File: src/rtl/mips_instr_encoder.sv
`default_nettype none
// +--------------------------------------------------------------------------+
// | mips_instr_encoder                                                       |
// | Streams R/I/J instruction fields in, writes legal 32-bit MIPS words into |
// | instruction memory from BASE_ADDR. ENCODER_CHECKSUM_EN adds an XOR       |
// | checksum output over every word written in the session.                  |
// | Revision: 1.0                                                            |
// +--------------------------------------------------------------------------+
module mips_instr_encoder #(
    parameter int ADDR_W    = 8,
    parameter int DEPTH     = 256,
    parameter int BASE_ADDR = 0
) (
    input  logic              clk,
    input  logic              rst,
    input  logic              start,
    input  logic              in_valid,
    output logic              in_ready,
    input  logic              in_last,
    input  logic [1:0]        in_fmt,
    input  logic [5:0]        in_opcode,
    input  logic [4:0]        in_rs,
    input  logic [4:0]        in_rt,
    input  logic [4:0]        in_rd,
    input  logic [4:0]        in_shamt,
    input  logic [5:0]        in_funct,
    input  logic [15:0]       in_imm,
    input  logic [25:0]       in_target,
    output logic              imem_we,
    output logic [ADDR_W-1:0] imem_addr,
    output logic [31:0]       imem_wdata,
    output logic [ADDR_W:0]   word_count,
    output logic              err,
`ifdef ENCODER_CHECKSUM_EN
    output logic [31:0]       checksum,
`endif
    output logic              busy,
    output logic              done
);

    localparam logic [ADDR_W:0]   c_depth    = DEPTH[ADDR_W:0];
    localparam logic [ADDR_W:0]   c_depth_m1 = c_depth - 1'b1;
    localparam logic [ADDR_W-1:0] c_base     = BASE_ADDR[ADDR_W-1:0];

    localparam logic [1:0] c_fmt_r = 2'd0;
    localparam logic [1:0] c_fmt_i = 2'd1;
    localparam logic [1:0] c_fmt_j = 2'd2;

    typedef enum logic [1:0] {
        ST_IDLE = 2'd0,
        ST_LOAD = 2'd1,
        ST_FULL = 2'd2,
        ST_DONE = 2'd3
    } state_t;

    state_t            r_state;
    logic [ADDR_W-1:0] r_ptr;
    logic              w_xfer;
    logic              w_legal;
    logic              w_start_ok;
    logic [31:0]       w_word;

    function automatic logic f_i_opcode_legal(input logic [5:0] op);
        case (op)
            6'h04, 6'h05, 6'h08, 6'h09, 6'h0A, 6'h0B, 6'h0C,
            6'h0D, 6'h0F, 6'h23, 6'h28, 6'h29, 6'h2B: return 1'b1;
            default:                                  return 1'b0;
        endcase
    endfunction

    function automatic logic f_j_opcode_legal(input logic [5:0] op);
        return (op == 6'h02) || (op == 6'h03);
    endfunction

    assign in_ready   = (r_state == ST_LOAD) && (word_count < c_depth);
    assign w_xfer     = in_valid && in_ready;
    assign w_start_ok = start && (r_state != ST_LOAD);
    assign busy       = (r_state == ST_LOAD);
    assign done       = (r_state == ST_DONE) || (r_state == ST_FULL);

    always_comb begin
        w_word  = 32'h0000_0000;
        w_legal = 1'b0;
        case (in_fmt)
            c_fmt_r: begin
                w_word  = {6'h00, in_rs, in_rt, in_rd, in_shamt, in_funct};
                w_legal = 1'b1;
            end
            c_fmt_i: begin
                w_word  = {in_opcode, in_rs, in_rt, in_imm};
                w_legal = f_i_opcode_legal(in_opcode);
            end
            c_fmt_j: begin
                w_word  = {in_opcode, in_target};
                w_legal = f_j_opcode_legal(in_opcode);
            end
            default: begin
                w_word  = 32'h0000_0000;
                w_legal = 1'b0;
            end
        endcase
    end

    always_ff @(posedge clk or posedge rst) begin
        if (rst) begin
            r_state    <= ST_IDLE;
            r_ptr      <= '0;
            imem_we    <= 1'b0;
            imem_addr  <= '0;
            imem_wdata <= 32'h0000_0000;
            word_count <= '0;
            err        <= 1'b0;
        end else begin
            imem_we <= 1'b0;
            case (r_state)
                ST_IDLE, ST_DONE, ST_FULL: begin
                    if (start) begin
                        r_state    <= ST_LOAD;
                        r_ptr      <= c_base;
                        word_count <= '0;
                        err        <= 1'b0;
                    end
                end
                ST_LOAD: begin
                    if (w_xfer) begin
                        if (w_legal) begin
                            imem_we    <= 1'b1;
                            imem_addr  <= r_ptr;
                            imem_wdata <= w_word;
                            r_ptr      <= r_ptr + 1'b1;
                            word_count <= word_count + 1'b1;
                        end else begin
                            err <= 1'b1;
                        end
                        // in_last wins over running out of room on the same word
                        if (in_last) begin
                            r_state <= ST_DONE;
                        end else if (w_legal && (word_count == c_depth_m1)) begin
                            r_state <= ST_FULL;
                        end
                    end
                end
                default: r_state <= ST_IDLE;
            endcase
        end
    end

`ifdef ENCODER_CHECKSUM_EN
    always_ff @(posedge clk or posedge rst) begin
        if (rst) begin
            checksum <= 32'h0000_0000;
        end else if (w_start_ok) begin
            checksum <= 32'h0000_0000;
        end else if (imem_we) begin
            checksum <= checksum ^ imem_wdata;
        end
    end
`endif

endmodule
`default_nettype wire

File: config.mk
export PLATFORM = sky130hd
export DESIGN_NAME = mips_instr_encoder
export DESIGN_NICKNAME = d
export VERILOG_FILES = /design/src/rtl/mips_instr_encoder.sv
export SDC_FILE = /design/constraint.sdc
export NUM_CORES = 1
export LEC_CHECK = 0
export BUFFER_PORTS_ARGS = -buffer_cell sky130_fd_sc_hd__buf_2
export CORE_UTILIZATION = 35
export DETAILED_ROUTE_END_ITERATION = 12
export GPL_TIMING_DRIVEN = 1
export SYNTH_ARGS = -nofsm -noshare
export SYNTH_HDL_FRONTEND = slang
export SYNTH_SLANG_ARGS = --single-unit
File: constraint.sdc
create_clock -name clk -period 2.3 [get_ports clk]
set_clock_uncertainty 0.2 [all_clocks]
set_input_delay 0.46 -clock clk [delete_from_list [all_inputs] [get_ports clk]]
set_output_delay 0.46 -clock clk [all_outputs]
set_load 0.02 [all_outputs]
After elaboration in Yosys (flattened, before gate mapping)
Memory sizes are Yosys's and may differ from the RTL's. Cells that the tools add are included.

Register bits after elaboration: 61. Bits in read-only memories: 64. Bits of input ports: 81. Word-level logic and storage cells: 58. Memories: 1.

Memories: (name not given) (depth 64, width 1, rd ports 1, clocked after Yosys merged registers in 0, wr ports 0, RTL line 64) `case (op)`.

$add $sub $neg: 2. Order comparisons: 1. Equal/unequal tests: 13. Muxes and demuxes: 22. Reductions and logical operators: 12.

Operators by type and width (count): one-hot mux 32 bit (3 select lines) (1); two-way mux 9 bit (3); two-way mux 8 bit (3); one-hot mux 9 bit (2 select lines) (1); one-hot mux 8 bit (2 select lines) (1); equality test 6 x 2 -> 1 bit (second input constant) (2); AND reduction 3 bit (4); adder 9 x 1 -> 9 bit (second input constant) (1); equality test 9 x 8 -> 1 bit (second input constant) (1); < comparator 9 bit (second input constant) (1); adder 8 x 1 -> 8 bit (second input constant) (1); two-way mux 2 bit (4); equality test 2 bit (second input constant) (3); two-way mux 1 bit (6); equality test 2 x 1 -> 1 bit (second input constant) (2); zero test 2 bit (2); != test 2 x 1 -> 1 bit (second input constant) (2); != test 2 bit (second input constant) (2); one-hot mux 2 bit (2 select lines) (1); logical AND 1 bit (3); != test 3 x 2 -> 1 bit (second input constant) (1); one-hot mux 1 bit (3 select lines) (1); OR reduction 3 bit (1); logical OR 1 bit (2); one-hot mux 1 bit (2 select lines) (1).

Logic depth before layout (Yosys ltp)
Depth after elaboration: 8. Gate-level depth with buffers: 9.

Worst setup path before layout
Ideal clock, no wire load.

Path type: in2reg. From: in in_opcode[4]. To: reg imem_addr[0]. Data arrival time: 1.932 ns. Slack: 0.041 ns. Stages on the path: 7. Cells stage by stage: or3_4 o32ai_4 o22a_2 nand2_2 inv_4 buf_6 mux2_1.

Word-level cells in the longest chain between the ends: 4. Elaborated cells on any way between the ends: 6. Those cells by class: 2 x eq/ne; 1 x mux; 2 x reduce/logical; 1 x memory.

Ends and longest elaborated chain: start, declared (RTL line 21) `input logic [5:0] in_opcode,`; branches (longest 2 deep; another with memory read (64 x 1 bit)); one-hot mux 1 bit (3 select lines) * (RTL line 84) `case (in_fmt)`; AND reduction 3 bit (no line) *; end signal, assigned (RTL line 128) `imem_addr <= r_ptr;`; end, declared (RTL line 30) `output logic [ADDR_W-1:0] imem_addr,`.

Every way passes the cells marked *. A chain may end at the register's enable or synchronous reset.

Final worst setup path
From: in in_opcode[4]. To: reg r_ptr[4].

Word-level cells in the longest chain between the ends: 5. Elaborated cells on any way between the ends: 7. Those cells by class: 3 x eq/ne; 1 x mux; 2 x reduce/logical; 1 x memory.

Ends and longest elaborated chain: branches (longest 2 deep; another with memory read (64 x 1 bit)); one-hot mux 1 bit (3 select lines) * (RTL line 84); != test 2 x 1 -> 1 bit (no line) *; AND reduction 3 bit (no line) *; end signal, assigned (RTL line 119) `r_ptr <= c_base;`; end signal, assigned (RTL line 130) `r_ptr <= r_ptr + 1'b1;`; end, declared (RTL line 57) `logic [ADDR_W-1:0] r_ptr;`.

Marked as above.

==> impl_results.html <==
<table>
<tr><th>Metric</th><th>Value</th></tr>
<tr><th colspan="2">Die</th></tr>
<tr><td>Horizontal extent of the die</td><td>97.3 um</td></tr>
<tr><td>Rows</td><td>34</td></tr>
<tr><td>Initial core utilization</td><td>36.3%</td></tr>
<tr><td>Boundary Pins</td><td>135</td></tr>
<tr><td>Die height</td><td>approximately 97 um</td></tr>
<tr><td>Core region area</td><td>0.00876 mm^2</td></tr>
<tr><td>Full die area</td><td>between 0.009 and 0.01 mm^2</td></tr>
<tr><th colspan="2">Routing</th></tr>
<tr><td>DRC</td><td>0</td></tr>
<tr><td>Drt first pass iters</td><td>4</td></tr>
<tr><td>Count of antenna-violating nets left after detailed routing</td><td>0</td></tr>
<tr><td>Total vias in the final route</td><td>2899</td></tr>
<tr><td>Routed Wire Length</td><td>8.10 mm</td></tr>
<tr><td>Via-per-instance ratio</td><td>5.08</td></tr>
<tr><td>Initial drt markers</td><td>77</td></tr>
<tr><td>Drt wl/cell</td><td>14.2 um</td></tr>
<tr><th colspan="2">Logic synthesis</th></tr>
<tr><td>Syn_area_per_cell</td><td>10.1 um^2</td></tr>
<tr><td>Cell type with the largest total area after synthesis</td><td>sky130_fd_sc_hd__dfrtp_1</td></tr>
<tr><td>Sequential area share after synthesis</td><td>48.0%</td></tr>
<tr><td>Yosys warnings</td><td>0</td></tr>
<tr><td>EDFF count, synth</td><td>0</td></tr>
<tr><td>Synthesized area</td><td>roughly 0.0032 mm^2</td></tr>
<tr><td>Syn Inst Count</td><td>about 320</td></tr>
<tr><td>Most frequently used flop master after synthesis</td><td>sky130_fd_sc_hd__dfrtp_1</td></tr>
<tr><td>Post-synthesis sequential element count</td><td>61</td></tr>
<tr><td>Post-synth net total</td><td>399</td></tr>
<tr><td>Area share of the largest cell type after synthesis</td><td>48.0%</td></tr>
<tr><td>Largest cells by area after synthesis</td><td>sky130_fd_sc_hd__dfrtp_1, sky130_fd_sc_hd__mux2_1, sky130_fd_sc_hd__a21oi_1</td></tr>
<tr><td>Post-synth ARST share</td><td>100%</td></tr>
<tr><td>Number of different library cells in the post-synthesis netlist</td><td>between 40 and 50</td></tr>
<tr><th colspan="2">Finish</th></tr>
<tr><td>Most used cells in the layout excluding fill and tap cells</td><td>sky130_fd_sc_hd__buf_2, sky130_fd_sc_hd__dfrtp_1, sky130_fd_sc_hd__a21oi_1</td></tr>
<tr><td>Inserted Diodes</td><td>0</td></tr>
<tr><td>Fraction of final layout cells sized beyond drive strength 1</td><td>38.4%</td></tr>
<tr><td>Area growth from synthesis to final layout</td><td>34.1%</td></tr>
<tr><td>Commonest non-fill, non-tap cell in the layout</td><td>sky130_fd_sc_hd__buf_2</td></tr>
<tr><td>Number of nets in the layout</td><td>around 540</td></tr>
<tr><th colspan="2">Timing</th></tr>
<tr><td>Peak Freq</td><td>489 MHz</td></tr>
<tr><td>Final setup violation count</td><td>0</td></tr>
<tr><td>Final max-slew violation count</td><td>0</td></tr>
<tr><td>Unrepaired setup endpoints after global routing</td><td>false</td></tr>
<tr><td>Final critical delay including setup and external delays</td><td>around 2 ns</td></tr>
<tr><td>Worst slew margin relative to its limit</td><td>31.9%</td></tr>
<tr><td>Part of the cycle the worst path needs</td><td>between 80% and 90%</td></tr>
<tr><td>Actual slew at the worst max-slew pin</td><td>1.02 ns</td></tr>
<tr><td>Final Hold Viols</td><td>0</td></tr>
<tr><td>Setup total negative slack</td><td>0 ns</td></tr>
<tr><th colspan="2">Global routing</th></tr>
<tr><td>All-layer global routing usage</td><td>roughly 18%</td></tr>
<tr><td>Number of global-route vias before repair</td><td>2832</td></tr>
<tr><td>Met1 layer usage reported by global route</td><td>~23%</td></tr>
<tr><td>Most heavily used metal layer in global routing</td><td>met2</td></tr>
<tr><td>Maximum number of pins on one net before global-route repair</td><td>47</td></tr>
<tr><td>Global-route wire length before repair</td><td>13.7 mm</td></tr>
<tr><td>Congestion Overflow GR</td><td>0</td></tr>
<tr><td>Met3 track demand over resource</td><td>5.11%</td></tr>
<tr><td>GRT met2 Usage</td><td>around 30%</td></tr>
<tr><td>Initial antenna violation count</td><td>0</td></tr>
<tr><th colspan="2">Outcome</th></tr>
<tr><td>Run status</td><td>finished, final reports clean</td></tr>
<tr><th colspan="2">CTS</th></tr>
<tr><td>Clock Sink Count</td><td>61</td></tr>
<tr><td>PostCTS Resize Cnt</td><td>0</td></tr>
<tr><td>Max clock buf depth</td><td>2</td></tr>
<tr><td>Root buffer cell</td><td>sky130_fd_sc_hd__clkbuf_8</td></tr>
<tr><td>Worst skew pair latency</td><td>0.34 ns</td></tr>
<tr><td>Total clock buffers created by CTS</td><td>9</td></tr>
<tr><td>Post-CTS repair timing setup buffer count</td><td>0</td></tr>
<tr><td>Clock tree from TritonCTS</td><td>done</td></tr>
<tr><td>Register clock-pin slew on the reported worst setup and hold paths</td><td>0.07 ns</td></tr>
<tr><td>Hold-fix buffers, CTS</td><td>1</td></tr>
<tr><td>CTS H-tree depth</td><td>3</td></tr>
<tr><th colspan="2">Place</th></tr>
<tr><td>Buffers on Ports</td><td>134</td></tr>
<tr><td>Gp weighted congestion</td><td>0.796</td></tr>
<tr><td>DPL Wire Length</td><td>6.02 mm</td></tr>
<tr><th colspan="2">Power and ir drop</th></tr>
<tr><td>Maximum vdd drop</td><td>around 450 uV</td></tr>
<tr><td>Total power after layout</td><td>4.29 mW</td></tr>
<tr><td>Cell leakage power</td><td>2.15 nW</td></tr>
<tr><td>Pwr per Cell Area</td><td>just over 1000 mW/mm^2</td></tr>
<tr><th colspan="2">Worst setup path</th></tr>
<tr><td>Classification of the worst setup path</td><td>in2reg</td></tr>
<tr><td>Highest net fanout along the worst path</td><td>13</td></tr>
<tr><td>Worst EP arrival</td><td>between 2 and 2.5 ns</td></tr>
<tr><td>Launching element type of the critical path</td><td>input port</td></tr>
<tr><td>Required arrival time at the worst endpoint</td><td>around 2.4 ns</td></tr>
<tr><td>Worst setup EP type</td><td>register</td></tr>
<tr><th colspan="2">Run</th></tr>
<tr><td>Max-cap violation count</td><td>0</td></tr>
<tr><th colspan="2">Hold path</th></tr>
<tr><td>Hold crit path type</td><td>in2reg</td></tr>
</table>
## cells in the mapped netlist, types with 3 or more instances
master and count:
sky130_fd_sc_hd__a21oi_1 40, sky130_fd_sc_hd__nor3_1 4, sky130_fd_sc_hd__nor2_1 7, sky130_fd_sc_hd__inv_1 6
sky130_fd_sc_hd__buf_2 6, sky130_fd_sc_hd__o31ai_1 5, sky130_fd_sc_hd__mux2i_1 18, sky130_fd_sc_hd__dfrtp_1 61
sky130_fd_sc_hd__a221o_1 4, sky130_fd_sc_hd__mux2_1 24, sky130_fd_sc_hd__nand2_1 30, sky130_fd_sc_hd__clkbuf_1 10
sky130_fd_sc_hd__nor2b_1 13, sky130_fd_sc_hd__ha_1 3, sky130_fd_sc_hd__or4_1 5, sky130_fd_sc_hd__o21ai_1 15
sky130_fd_sc_hd__nand3_1 9, sky130_fd_sc_hd__o21ai_0 17, sky130_fd_sc_hd__and3_1 4
## metal layers
layer	vias up	wire, um
li1	1424	-
met1	1377	3770
met2	87	3820
met3	11	409
met4	0	104
met5	-	0
## cells by family after synthesis
group                      synth area share (%)
xor gates and xnor gates                  0.826
buffers and inverters                      5.03
muxes                                      14.2
and+or+nand+nor                            13.4
adders and majority gates                  1.18
AOI/OAI and AO/OA                          17.4
DFF                                        48.0
## state kept, by name, summed over array words and instances, names as in the netlist
name	count
imem_wdata	32
word_count	9
imem_addr	8
r_ptr	8
r_state	2
err	1
imem_we	1
## power by group
part | switching (mW) | internal (mW) | total [mW]
Combinational | 0.997 | 0.611 | 1.61
Sequential | 0.232 | 1.42 | 1.65
Clock | 0.432 | 0.604 | 1.04
Total | 1.66 | 2.63 | 4.29
## worst max-delay path: stages
cell                      delay [ns]
sky130_fd_sc_hd__buf_2          0.10
sky130_fd_sc_hd__or3_4          0.39
sky130_fd_sc_hd__o32ai_4        0.23
sky130_fd_sc_hd__o22ai_2        0.25
sky130_fd_sc_hd__or4_1          0.51
sky130_fd_sc_hd__a21oi_1        0.15
## worst paths after layout
check / startpoint / end / slack [ns] / cells after the start
max: in_opcode[4] / r_ptr[4] / 0.25 / 6
min: start / r_state[1] / 0.15 / 2
max reg2reg: r_state[1] / imem_addr[5] / 0.30 / 7
min reg2reg: imem_addr[1] / imem_addr[1] / 0.28 / 1
max in group asynchronous: rst / imem_wdata[21] / 0.88 / 4
min in group asynchronous: rst / imem_wdata[1] / 0.45 / 3
## cell type report
type / instances / area [um^2]
clock inverter: 7 / 90.1
sequential: 61 / 1530
multi-input combinational: 224 / 1500
fill: 835 / 4500
tap: 108 / 135
timing repair buffer: 154 / 861
clock buffer: 9 / 124
inverter: 8 / 32.5
## through the flow
stage | setup slack [ns] | hold slack, ns | cells | util [%] | cell area, um^2
floorplan | 0.0406 | 0.294 | 315 | - | 3180
global placement | -0.0763 | 0.255 | 554 | 46.1 | 4040
detailed placement | -0.0927 | 0.267 | 554 | 46.1 | 4040
CTS | 0.273 | 0.121 | 571 | 48.7 | 4270
global route | 0.164 | 0.133 | 571 | 48.7 | 4270
finish | 0.254 | 0.150 | 571 | 48.7 | 4270
Note: power is estimated with default switching activity, not from simulation.
